$ cat config.mk
export PLATFORM = sky130hd
export DESIGN_NAME = input_buffer_scheduler_flat
export DESIGN_NICKNAME = d
export VERILOG_FILES = /design/src/rtl/input_buffer_scheduler_pkg.sv /design/src/rtl/input_buffer_scheduler_if.sv /design/src/rtl/input_buffer_scheduler_blk_index_counter.sv /design/src/rtl/input_buffer_scheduler.sv /design/src/flat_wrapper.sv
export SDC_FILE = /design/constraint.sdc
export NUM_CORES = 1
export LEC_CHECK = 0
export BUFFER_PORTS_ARGS = -buffer_cell sky130_fd_sc_hd__buf_2
export CAP_MARGIN = 10
export CORE_ASPECT_RATIO = 1.5
export CORE_UTILIZATION = 25
export CTS_CLUSTER_SIZE = 8
export DETAILED_ROUTE_END_ITERATION = 10
export GPL_ROUTABILITY_DRIVEN = 0
export GPL_TIMING_DRIVEN = 1
export SLEW_MARGIN = 15
export SYNTH_ARGS = -nofsm -noshare
export SYNTH_HDL_FRONTEND = slang
export SYNTH_HIERARCHICAL = 1
export SYNTH_SLANG_ARGS = --single-unit
$ cat constraint.sdc
create_clock -name clk -period 3.5 [get_ports clk]
set_clock_uncertainty 0.1 [all_clocks]
set_input_delay 0.525 -clock clk [delete_from_list [all_inputs] [get_ports clk]]
set_output_delay 0.525 -clock clk [all_outputs]
set_load 0.005 [all_outputs]
$ cat src/rtl/input_buffer_scheduler_pkg.sv
// Shared types and geometry helpers for the input buffer scheduling path.
package input_buffer_pkg;

  typedef enum logic [2:0] {
    IDLE,
    INIT,
    LOAD,
    WAIT_RES,
    DONE
  } sched_state_e;

  // Rows of input pixels covered by one PE-row block.
  function automatic int lm(input int poy, input int stride);
    return (stride + 1) * poy - stride;
  endfunction

  // Guarded so a bad geometry reaches the elaboration check instead of a divide by zero.
  function automatic int nrow(input int ih, input int poy, input int stride);
    int l;
    l = lm(poy, stride);
    return (l < 1) ? 0 : ih / l;
  endfunction

  function automatic int ncol(input int iw, input int burst);
    return (burst < 1) ? 0 : iw / burst;
  endfunction

  function automatic int img_sz(input int ih, input int iw);
    return ih * iw;
  endfunction

  // Index register width able to hold 0..n.
  function automatic int idx_w(input int n);
    return (n < 1) ? 1 : $clog2(n + 1);
  endfunction

  localparam int DEF_LM     = lm(3, 2);
  localparam int DEF_NROW   = nrow(224, 3, 2);
  localparam int DEF_NCOL   = ncol(224, 32);
  localparam int DEF_IMG_SZ = img_sz(224, 224);

endpackage

$ cat src/rtl/input_buffer_scheduler_if.sv
// Control bus between layer controller / input_buffer / compute array and the scheduler.
interface input_buffer_scheduler_if
  import input_buffer_pkg::*;
#(
  parameter int AW     = 32,
  parameter int IW     = 224,
  parameter int IH     = 224,
  parameter int IN     = 10,
  parameter int POY    = 3,
  parameter int STRIDE = 2,
  parameter int BURST  = 32
);
  localparam int IMG_W = idx_w(IN);
  localparam int ROW_W = idx_w(nrow(IH, POY, STRIDE));
  localparam int COL_W = idx_w(ncol(IW, BURST));

  logic             start;
  logic [AW-1:0]    base_addr;
  logic             blkend;
  logic             result_valid;
  logic             data_load;
  logic             init_addr_en;
  logic [AW-1:0]    init_addr;
  logic             busy;
  logic             done;
  logic [IMG_W-1:0] img_idx;
  logic [ROW_W-1:0] row_idx;
  logic [COL_W-1:0] col_idx;

  // Scheduler side.
  modport master (
    input  start, base_addr, blkend, result_valid,
    output data_load, init_addr_en, init_addr, busy, done, img_idx, row_idx, col_idx
  );

  // Environment side (controller, buffer, compute array).
  modport slave (
    output start, base_addr, blkend, result_valid,
    input  data_load, init_addr_en, init_addr, busy, done, img_idx, row_idx, col_idx
  );

endinterface

$ cat src/rtl/input_buffer_scheduler_blk_index_counter.sv
// Cascaded column/row/image block counter with wrap flags.
module blk_index_counter #(
  parameter int IN    = 10,
  parameter int NROW  = 32,
  parameter int NCOL  = 7,
  parameter int IMG_W = 4,
  parameter int ROW_W = 6,
  parameter int COL_W = 3
) (
  input  logic             clk,
  input  logic             rst,
  input  logic             clr_i,
  input  logic             adv_i,
  output logic [IMG_W-1:0] img_o,
  output logic [ROW_W-1:0] row_o,
  output logic [COL_W-1:0] col_o,
  output logic             col_wrap_o,
  output logic             row_wrap_o,
  output logic             last_blk_o
);

  logic [IMG_W-1:0] img_q, img_d;
  logic [ROW_W-1:0] row_q, row_d;
  logic [COL_W-1:0] col_q, col_d;
  logic             img_last;

  assign col_wrap_o = (col_q == COL_W'(NCOL - 1));
  assign row_wrap_o = (row_q == ROW_W'(NROW - 1));
  assign img_last   = (img_q == IMG_W'(IN - 1));
  assign last_blk_o = col_wrap_o & row_wrap_o & img_last;

  assign img_o = img_q;
  assign row_o = row_q;
  assign col_o = col_q;

  // Next index: column fastest, row carries on column wrap, image on row wrap.
  // On the final block col/row wrap to 0 while the image index holds.
  always_comb begin
    img_d = img_q;
    row_d = row_q;
    col_d = col_q;
    if (clr_i) begin
      img_d = '0;
      row_d = '0;
      col_d = '0;
    end else if (adv_i) begin
      col_d = col_wrap_o ? '0 : col_q + COL_W'(1);
      if (col_wrap_o) begin
        row_d = row_wrap_o ? '0 : row_q + ROW_W'(1);
        if (row_wrap_o && !img_last) img_d = img_q + IMG_W'(1);
      end
    end
  end

  // Index registers.
  always_ff @(posedge clk) begin
    if (rst) begin
      img_q <= '0;
      row_q <= '0;
      col_q <= '0;
    end else begin
      img_q <= img_d;
      row_q <= row_d;
      col_q <= col_d;
    end
  end

endmodule

$ cat src/rtl/input_buffer_scheduler.sv
// Walks image/row-block/column-block loads of a batch through input_buffer.
module input_buffer_scheduler
  import input_buffer_pkg::*;
#(
  parameter int AW     = 32,
  parameter int IW     = 224,
  parameter int IH     = 224,
  parameter int IN     = 10,
  parameter int POY    = 3,
  parameter int STRIDE = 2,
  parameter int BURST  = 32
) (
  input logic                     clk,
  input logic                     rst,
  input_buffer_scheduler_if.master bus
);

  localparam int LM     = lm(POY, STRIDE);
  localparam int NROW   = nrow(IH, POY, STRIDE);
  localparam int NCOL   = ncol(IW, BURST);
  localparam int IMG_SZ = img_sz(IH, IW);
  localparam int IMG_W  = idx_w(IN);
  localparam int ROW_W  = idx_w(NROW);
  localparam int COL_W  = idx_w(NCOL);
  localparam logic [AW-1:0] IMG_STEP = AW'(IMG_SZ);

  if (LM < 1 || NCOL < 1 || NROW < 1) begin : g_bad_cfg
    $error("input_buffer_scheduler: bad geometry LM=%0d NROW=%0d NCOL=%0d", LM, NROW, NCOL);
  end

  sched_state_e  state_q, state_d;
  logic [AW-1:0] img_addr_q, img_addr_d;
  logic [AW-1:0] init_addr_q, init_addr_d;
  logic          data_load_q, data_load_d;
  logic          init_addr_en_q, init_addr_en_d;
  logic          busy_q, busy_d;
  logic          done_q, done_d;
  logic          cnt_clr, cnt_adv;
  logic          col_wrap, row_wrap, last_blk;

  blk_index_counter #(
    .IN    (IN),
    .NROW  (NROW),
    .NCOL  (NCOL),
    .IMG_W (IMG_W),
    .ROW_W (ROW_W),
    .COL_W (COL_W)
  ) u_idx (
    .clk        (clk),
    .rst        (rst),
    .clr_i      (cnt_clr),
    .adv_i      (cnt_adv),
    .img_o      (bus.img_idx),
    .row_o      (bus.row_idx),
    .col_o      (bus.col_idx),
    .col_wrap_o (col_wrap),
    .row_wrap_o (row_wrap),
    .last_blk_o (last_blk)
  );

  // Next state plus registered-output values; outputs are decoded from the
  // next state so they line up with the state they describe.
  always_comb begin
    state_d    = state_q;
    img_addr_d = img_addr_q;
    cnt_clr    = 1'b0;
    cnt_adv    = 1'b0;
    unique case (state_q)
      IDLE: begin
        if (bus.start) begin
          state_d    = INIT;
          img_addr_d = bus.base_addr;
          cnt_clr    = 1'b1;
        end
      end
      INIT: state_d = LOAD;
      LOAD: begin
        if (bus.blkend) state_d = WAIT_RES;
      end
      WAIT_RES: begin
        if (bus.result_valid) begin
          cnt_adv = 1'b1;
          if (!(col_wrap && row_wrap)) begin
            state_d = LOAD;
          end else if (!last_blk) begin
            state_d    = INIT;
            img_addr_d = img_addr_q + IMG_STEP;
          end else begin
            state_d = DONE;
          end
        end
      end
      DONE:    state_d = IDLE;
      default: state_d = IDLE;
    endcase

    data_load_d    = (state_d == INIT) || (state_d == LOAD);
    init_addr_en_d = (state_d == INIT);
    init_addr_d    = (state_d == INIT) ? img_addr_d : init_addr_q;
    busy_d         = (state_d != IDLE);
    done_d         = (state_d == DONE);
  end

  // State and output registers.
  always_ff @(posedge clk) begin
    if (rst) begin
      state_q        <= IDLE;
      img_addr_q     <= '0;
      init_addr_q    <= '0;
      data_load_q    <= 1'b0;
      init_addr_en_q <= 1'b0;
      busy_q         <= 1'b0;
      done_q         <= 1'b0;
    end else begin
      state_q        <= state_d;
      img_addr_q     <= img_addr_d;
      init_addr_q    <= init_addr_d;
      data_load_q    <= data_load_d;
      init_addr_en_q <= init_addr_en_d;
      busy_q         <= busy_d;
      done_q         <= done_d;
    end
  end

  assign bus.data_load    = data_load_q;
  assign bus.init_addr_en = init_addr_en_q;
  assign bus.init_addr    = init_addr_q;
  assign bus.busy         = busy_q;
  assign bus.done         = done_q;

endmodule

$ cat src/flat_wrapper.sv
// flat-port wrapper written by rule: the top's interface ports become plain ports
module input_buffer_scheduler_flat import input_buffer_pkg::*;
#(
  parameter int AW     = 32,
  parameter int IW     = 224,
  parameter int IH     = 224,
  parameter int IN     = 10,
  parameter int POY    = 3,
  parameter int STRIDE = 2,
  parameter int BURST  = 32
)
  (clk, rst, bus_start, bus_base_addr, bus_blkend, bus_result_valid, bus_data_load, bus_init_addr_en, bus_init_addr, bus_busy, bus_done, bus_img_idx, bus_row_idx, bus_col_idx);
  input_buffer_scheduler_if #(.AW(AW), .IW(IW), .IH(IH), .IN(IN), .POY(POY), .STRIDE(STRIDE), .BURST(BURST)) bus_i ();
  input logic clk;
  input logic rst;
  input wire logic [$bits(bus_i.start)-1:0] bus_start;
  input wire logic [$bits(bus_i.base_addr)-1:0] bus_base_addr;
  input wire logic [$bits(bus_i.blkend)-1:0] bus_blkend;
  input wire logic [$bits(bus_i.result_valid)-1:0] bus_result_valid;
  output wire logic [$bits(bus_i.data_load)-1:0] bus_data_load;
  output wire logic [$bits(bus_i.init_addr_en)-1:0] bus_init_addr_en;
  output wire logic [$bits(bus_i.init_addr)-1:0] bus_init_addr;
  output wire logic [$bits(bus_i.busy)-1:0] bus_busy;
  output wire logic [$bits(bus_i.done)-1:0] bus_done;
  output wire logic [$bits(bus_i.img_idx)-1:0] bus_img_idx;
  output wire logic [$bits(bus_i.row_idx)-1:0] bus_row_idx;
  output wire logic [$bits(bus_i.col_idx)-1:0] bus_col_idx;
  assign bus_i.start = bus_start;
  assign bus_i.base_addr = bus_base_addr;
  assign bus_i.blkend = bus_blkend;
  assign bus_i.result_valid = bus_result_valid;
  assign bus_data_load = bus_i.data_load;
  assign bus_init_addr_en = bus_i.init_addr_en;
  assign bus_init_addr = bus_i.init_addr;
  assign bus_busy = bus_i.busy;
  assign bus_done = bus_i.done;
  assign bus_img_idx = bus_i.img_idx;
  assign bus_row_idx = bus_i.row_idx;
  assign bus_col_idx = bus_i.col_idx;
  input_buffer_scheduler #(.AW(AW), .IW(IW), .IH(IH), .IN(IN), .POY(POY), .STRIDE(STRIDE), .BURST(BURST)) u_core (.clk(clk), .rst(rst), .bus(bus_i));
endmodule
==> impl_metrics.ini <==
[logic_synthesis]
synth-edff-count = 0
mappedNetlistNets = 480
yosys_warnings = 6
synth_top_family_by_area = simple AND/OR/NAND/NOR gates
synthCells = 439
post_synthesis_share_of_cell_area_spent_on_full_adders_half_adders_and_majority_gates_pct = 1.293
compound_gate_fraction_of_synth_area_pct = 20.01
synth_area_leaders = sky130_fd_sc_hd__dfxtp_1, sky130_fd_sc_hd__nor2_1, sky130_fd_sc_hd__a211oi_1
yosys_most_used_dff = sky130_fd_sc_hd__dfxtp_1
ys_seq_elements = 84
synth.lib_cells_used.distinct = 63
syn-cell-area_um2 = 3870
synth_sequential_area_ratio_pct = 43.45
synth_xor_area_share_pct = 0.2263
yosys-mux-area-fraction_pct = 4.429
synth_async_sr_flop_share_pct = 0
yosysTopAreaCell = sky130_fd_sc_hd__dfxtp_1
synthSimpleGateAreaFrac_pct = 26.64
share_of_the_synthesized_area_in_the_top_cell_type_pct = 43.45
syn_area_per_cell_um2 = 8.815

[global_route]
number_of_antenna_violations_at_the_first_check_in_global_routing = 0
grt.total_usage_pct = 14.22
globalRouteOverflowTotal = 0
wire_length_of_the_first_global_routing_pass_mm = 18.01
grt_start_max_net_pins = 55
first_global_vias = 3529

[floorplanning]
die_width_um = 103.6
rows = 55
floorplan.initialDensity_pct = 25.56
io_pins = 86
placeableCoreArea_um2 = 15140
chipHeight_um = 154.4
design.die.area_um2 = 15990

[drt]
vias = 3624
drtPass1Iterations = 5
remaining_drc_errors = 0
drt_wl_cell_um = 15.48
drt-total-wl_mm = 11.13
dr.max_layer_used = met4
detail_route.wirelength.met1_mm = 4.824
antenna_left = 0
met3_length_um = 621
routed-wl-met2_mm = 5.447
drt_first_iter_violations = 262
routed_via_density = 5.040

[placement]
dpl.cell_count = 703
port_buffers = 85
detailed_place_hpwl_mm = 8.183
placed_area_um2 = 4474

[layout]
area_growth_pct = 23.41
nNetsFinal = 556
post_route_cells_drive_above_1_share_pct = 23.85
mostFrequentLayoutCell = sky130_fd_sc_hd__buf_2
antenna_cells = 0
instances_no_fill = 719
design_area_um2 = 4776
most-common-layout-cells = sky130_fd_sc_hd__buf_2, sky130_fd_sc_hd__dfxtp_1, sky130_fd_sc_hd__nor2_1, sky130_fd_sc_hd__a211oi_1, sky130_fd_sc_hd__nand2_1
fill_cells = 1635

[power]
power.density_cell_area_nw_per_um2 = 503.4
total_power_mw = 2.404
cellLeakagePower_nw = 1.917
max-vdd-ir-drop_v = 0.0001870

[worst_setup_path]
cp.arrival_ps = 3000
worstSetupStartpointType = flip-flop
timing.critical_path.max_delay_family = simple AND/OR/NAND/NOR gates
crit_slowest_cell = sky130_fd_sc_hd__dfxtp_1
required_ps = 3580
path_cells = ha_1, nand2b_1, nor2_1, and3_1, and4b_1, o211ai_1, mux2_2, a222oi_1, a211oi_1
critPathBufInv = 0
critical_path_peak_fanout = 7
critPathKind = flip-flop to flip-flop
max_stage_delay_ps = 430
path_depth = 9
r2r_cells = 9
critPathCaptureType = flip-flop

[timing]
maxSlewHeadroom_pct = 36.46
min_period_over_period_pct = 83.42
slew_viols_final = 0
fmax_ghz = 0.3425
fin_tns_setup_ps = 0
worst_pin_slew_ps = 953.0
finalWorstPathRequiredPeriod_ps = 2920
report.final.hold_viol_count = 0
finalSetupViolations = 0
whs_ps = 348.8
grt_setup_unrepaired = false

[hold_path]
worst_hold_path.num_cells = 3
kind_of_path_behind_the_tightest_hold_check = input port to flip-flop

[clocking]
cts.repair.resized = 0
ctsRootBufferMaster = sky130_fd_sc_hd__clkbuf_16
post-cts-setup-buffers = 0
clkSinkCount = 84
worst_skew_pair.late_latency_ps = 340
clock_buffer_count_from_cts = 9
tritoncts = yes
worst_setup_hold_path_clk_slew_ps = 70
maximum_count_of_clock_buffers_along_a_single_path = 2
cts_hold_buf = 0
cts_max_level = 3

[status]
outcome = complete, no violations

[flow_run]
cap_violations = 0
-- power breakdown --
part	total, mW	internal [mW]	switching [mW]
Sequential	1.09	1.03	0.0572
Combinational	0.342	0.144	0.198
Clock	0.970	0.557	0.414
Total	2.40	1.74	0.669
-- metal layers --
| metal | vias to the layer above | track usage [%] |
|---|---|---|
| met3 | 20 | 3.835 |
| met4 | 0 | 6.280 |
| li1 | 1787 | - |
| met5 | - | 0 |
| met1 | 1707 | 16.79 |
| met2 | 110 | 24.07 |
-- cell usage after synthesis (2+ instances only) --
cell type	count
sky130_fd_sc_hd__a311oi_1	2
sky130_fd_sc_hd__dfxtp_1	84
sky130_fd_sc_hd__nand4_1	5
sky130_fd_sc_hd__and2_1	3
sky130_fd_sc_hd__nor4_2	2
sky130_fd_sc_hd__nor4_1	8
sky130_fd_sc_hd__nor3_1	6
sky130_fd_sc_hd__o311a_1	9
sky130_fd_sc_hd__or4_1	2
sky130_fd_sc_hd__or3_1	10
sky130_fd_sc_hd__a31oi_1	3
sky130_fd_sc_hd__a22oi_1	2
sky130_fd_sc_hd__o21ai_0	11
sky130_fd_sc_hd__inv_1	7
sky130_fd_sc_hd__nor2_1	80
sky130_fd_sc_hd__and4b_1	3
sky130_fd_sc_hd__or2_2	2
sky130_fd_sc_hd__and3_1	5
sky130_fd_sc_hd__nand2b_1	2
sky130_fd_sc_hd__o211ai_1	5
sky130_fd_sc_hd__buf_2	8
sky130_fd_sc_hd__a211oi_1	35
sky130_fd_sc_hd__a21oi_1	18
sky130_fd_sc_hd__nand3b_1	2
sky130_fd_sc_hd__and4_1	3
sky130_fd_sc_hd__nand2_1	33
sky130_fd_sc_hd__or4b_1	2
sky130_fd_sc_hd__a22o_1	5
sky130_fd_sc_hd__mux2i_1	16
sky130_fd_sc_hd__clkbuf_1	17
sky130_fd_sc_hd__nand3_1	11
sky130_fd_sc_hd__ha_1	4
sky130_fd_sc_hd__and3b_1	2
sky130_fd_sc_hd__o311ai_0	3
-- path summary, 6_finish.rpt --
kind         slack [ps]                               start                               endpoint
max                 580  u_core/u_idx/row_o[0]$_SDFFE_PP0P_  u_core/bus.init_addr[17]$_SDFFE_PP0P_
min                 350                    bus_base_addr[3]        u_core/img_addr_q[3]$_SDFF_PP0_
max reg2reg         580  u_core/u_idx/row_o[0]$_SDFFE_PP0P_  u_core/bus.init_addr[17]$_SDFFE_PP0P_
min reg2reg         390     u_core/img_addr_q[7]$_SDFF_PP0_        u_core/img_addr_q[7]$_SDFF_PP0_
-- cells by family (layout without fill, tap and decap cells) --
| logic type | count (synthesis) | in the layout |
|---|---|---|
| AOI/OAI and AO/OA | 106 | 106 |
| buffers and inverters | 35 | 116 |
| muxes | 17 | 17 |
| adders and majority gates | 4 | 4 |
| xor gates and xnor gates | 1 | 1 |
| and+or+nand+nor | 192 | 192 |
| DFF | 84 | 84 |
-- flip-flops by register name, indices dropped and copies added, names as in the netlist --
register and cells:
u_core/bus.data_load 1, u_core/img_addr_q 32, u_core/bus.init_addr 32, u_core/bus.done 1, u_core/u_idx/img_o 4, u_core/bus.init_addr_en 1
u_core/state_q 3, u_core/bus.busy 1, u_core/u_idx/col_o 3, u_core/u_idx/row_o 6
-- cell type report --
cell class                      count  area (um^2)  area share, %
Clock buffer                        9        225.2          4.716
Clock inverter                      7        76.32          1.598
Inverter                            8        30.03         0.6288
Multi-Input combinational cell    320         2036          42.63
Sequential cell                    84         1682          35.21
Tap cell                          199        249.0          5.214
Timing Repair Buffer               92        478.0          10.01
-- worst reg2reg max path: stages, from the launching register on --
cell                       delay [ps]
sky130_fd_sc_hd__dfxtp_1          430
sky130_fd_sc_hd__ha_1             230
sky130_fd_sc_hd__nand2b_1         100
sky130_fd_sc_hd__nor2_1           300
sky130_fd_sc_hd__and3_1           290
sky130_fd_sc_hd__and4b_1          290
sky130_fd_sc_hd__o211ai_1         140
sky130_fd_sc_hd__mux2_2           350
sky130_fd_sc_hd__a222oi_1         390
sky130_fd_sc_hd__a211oi_1         130
-- stage by stage --
| step | utilization (%) | setup WS (ps) |
|---|---|---|
| after floorplan | - | 741.8 |
| after global placement | 29.55 | 705.0 |
| after detailed placement | 29.55 | 659.8 |
| after CTS | 31.55 | 609.3 |
| after global routing | 31.55 | 360.8 |
| final | 31.55 | 580.4 |
Power figures use the tool's default switching activity.
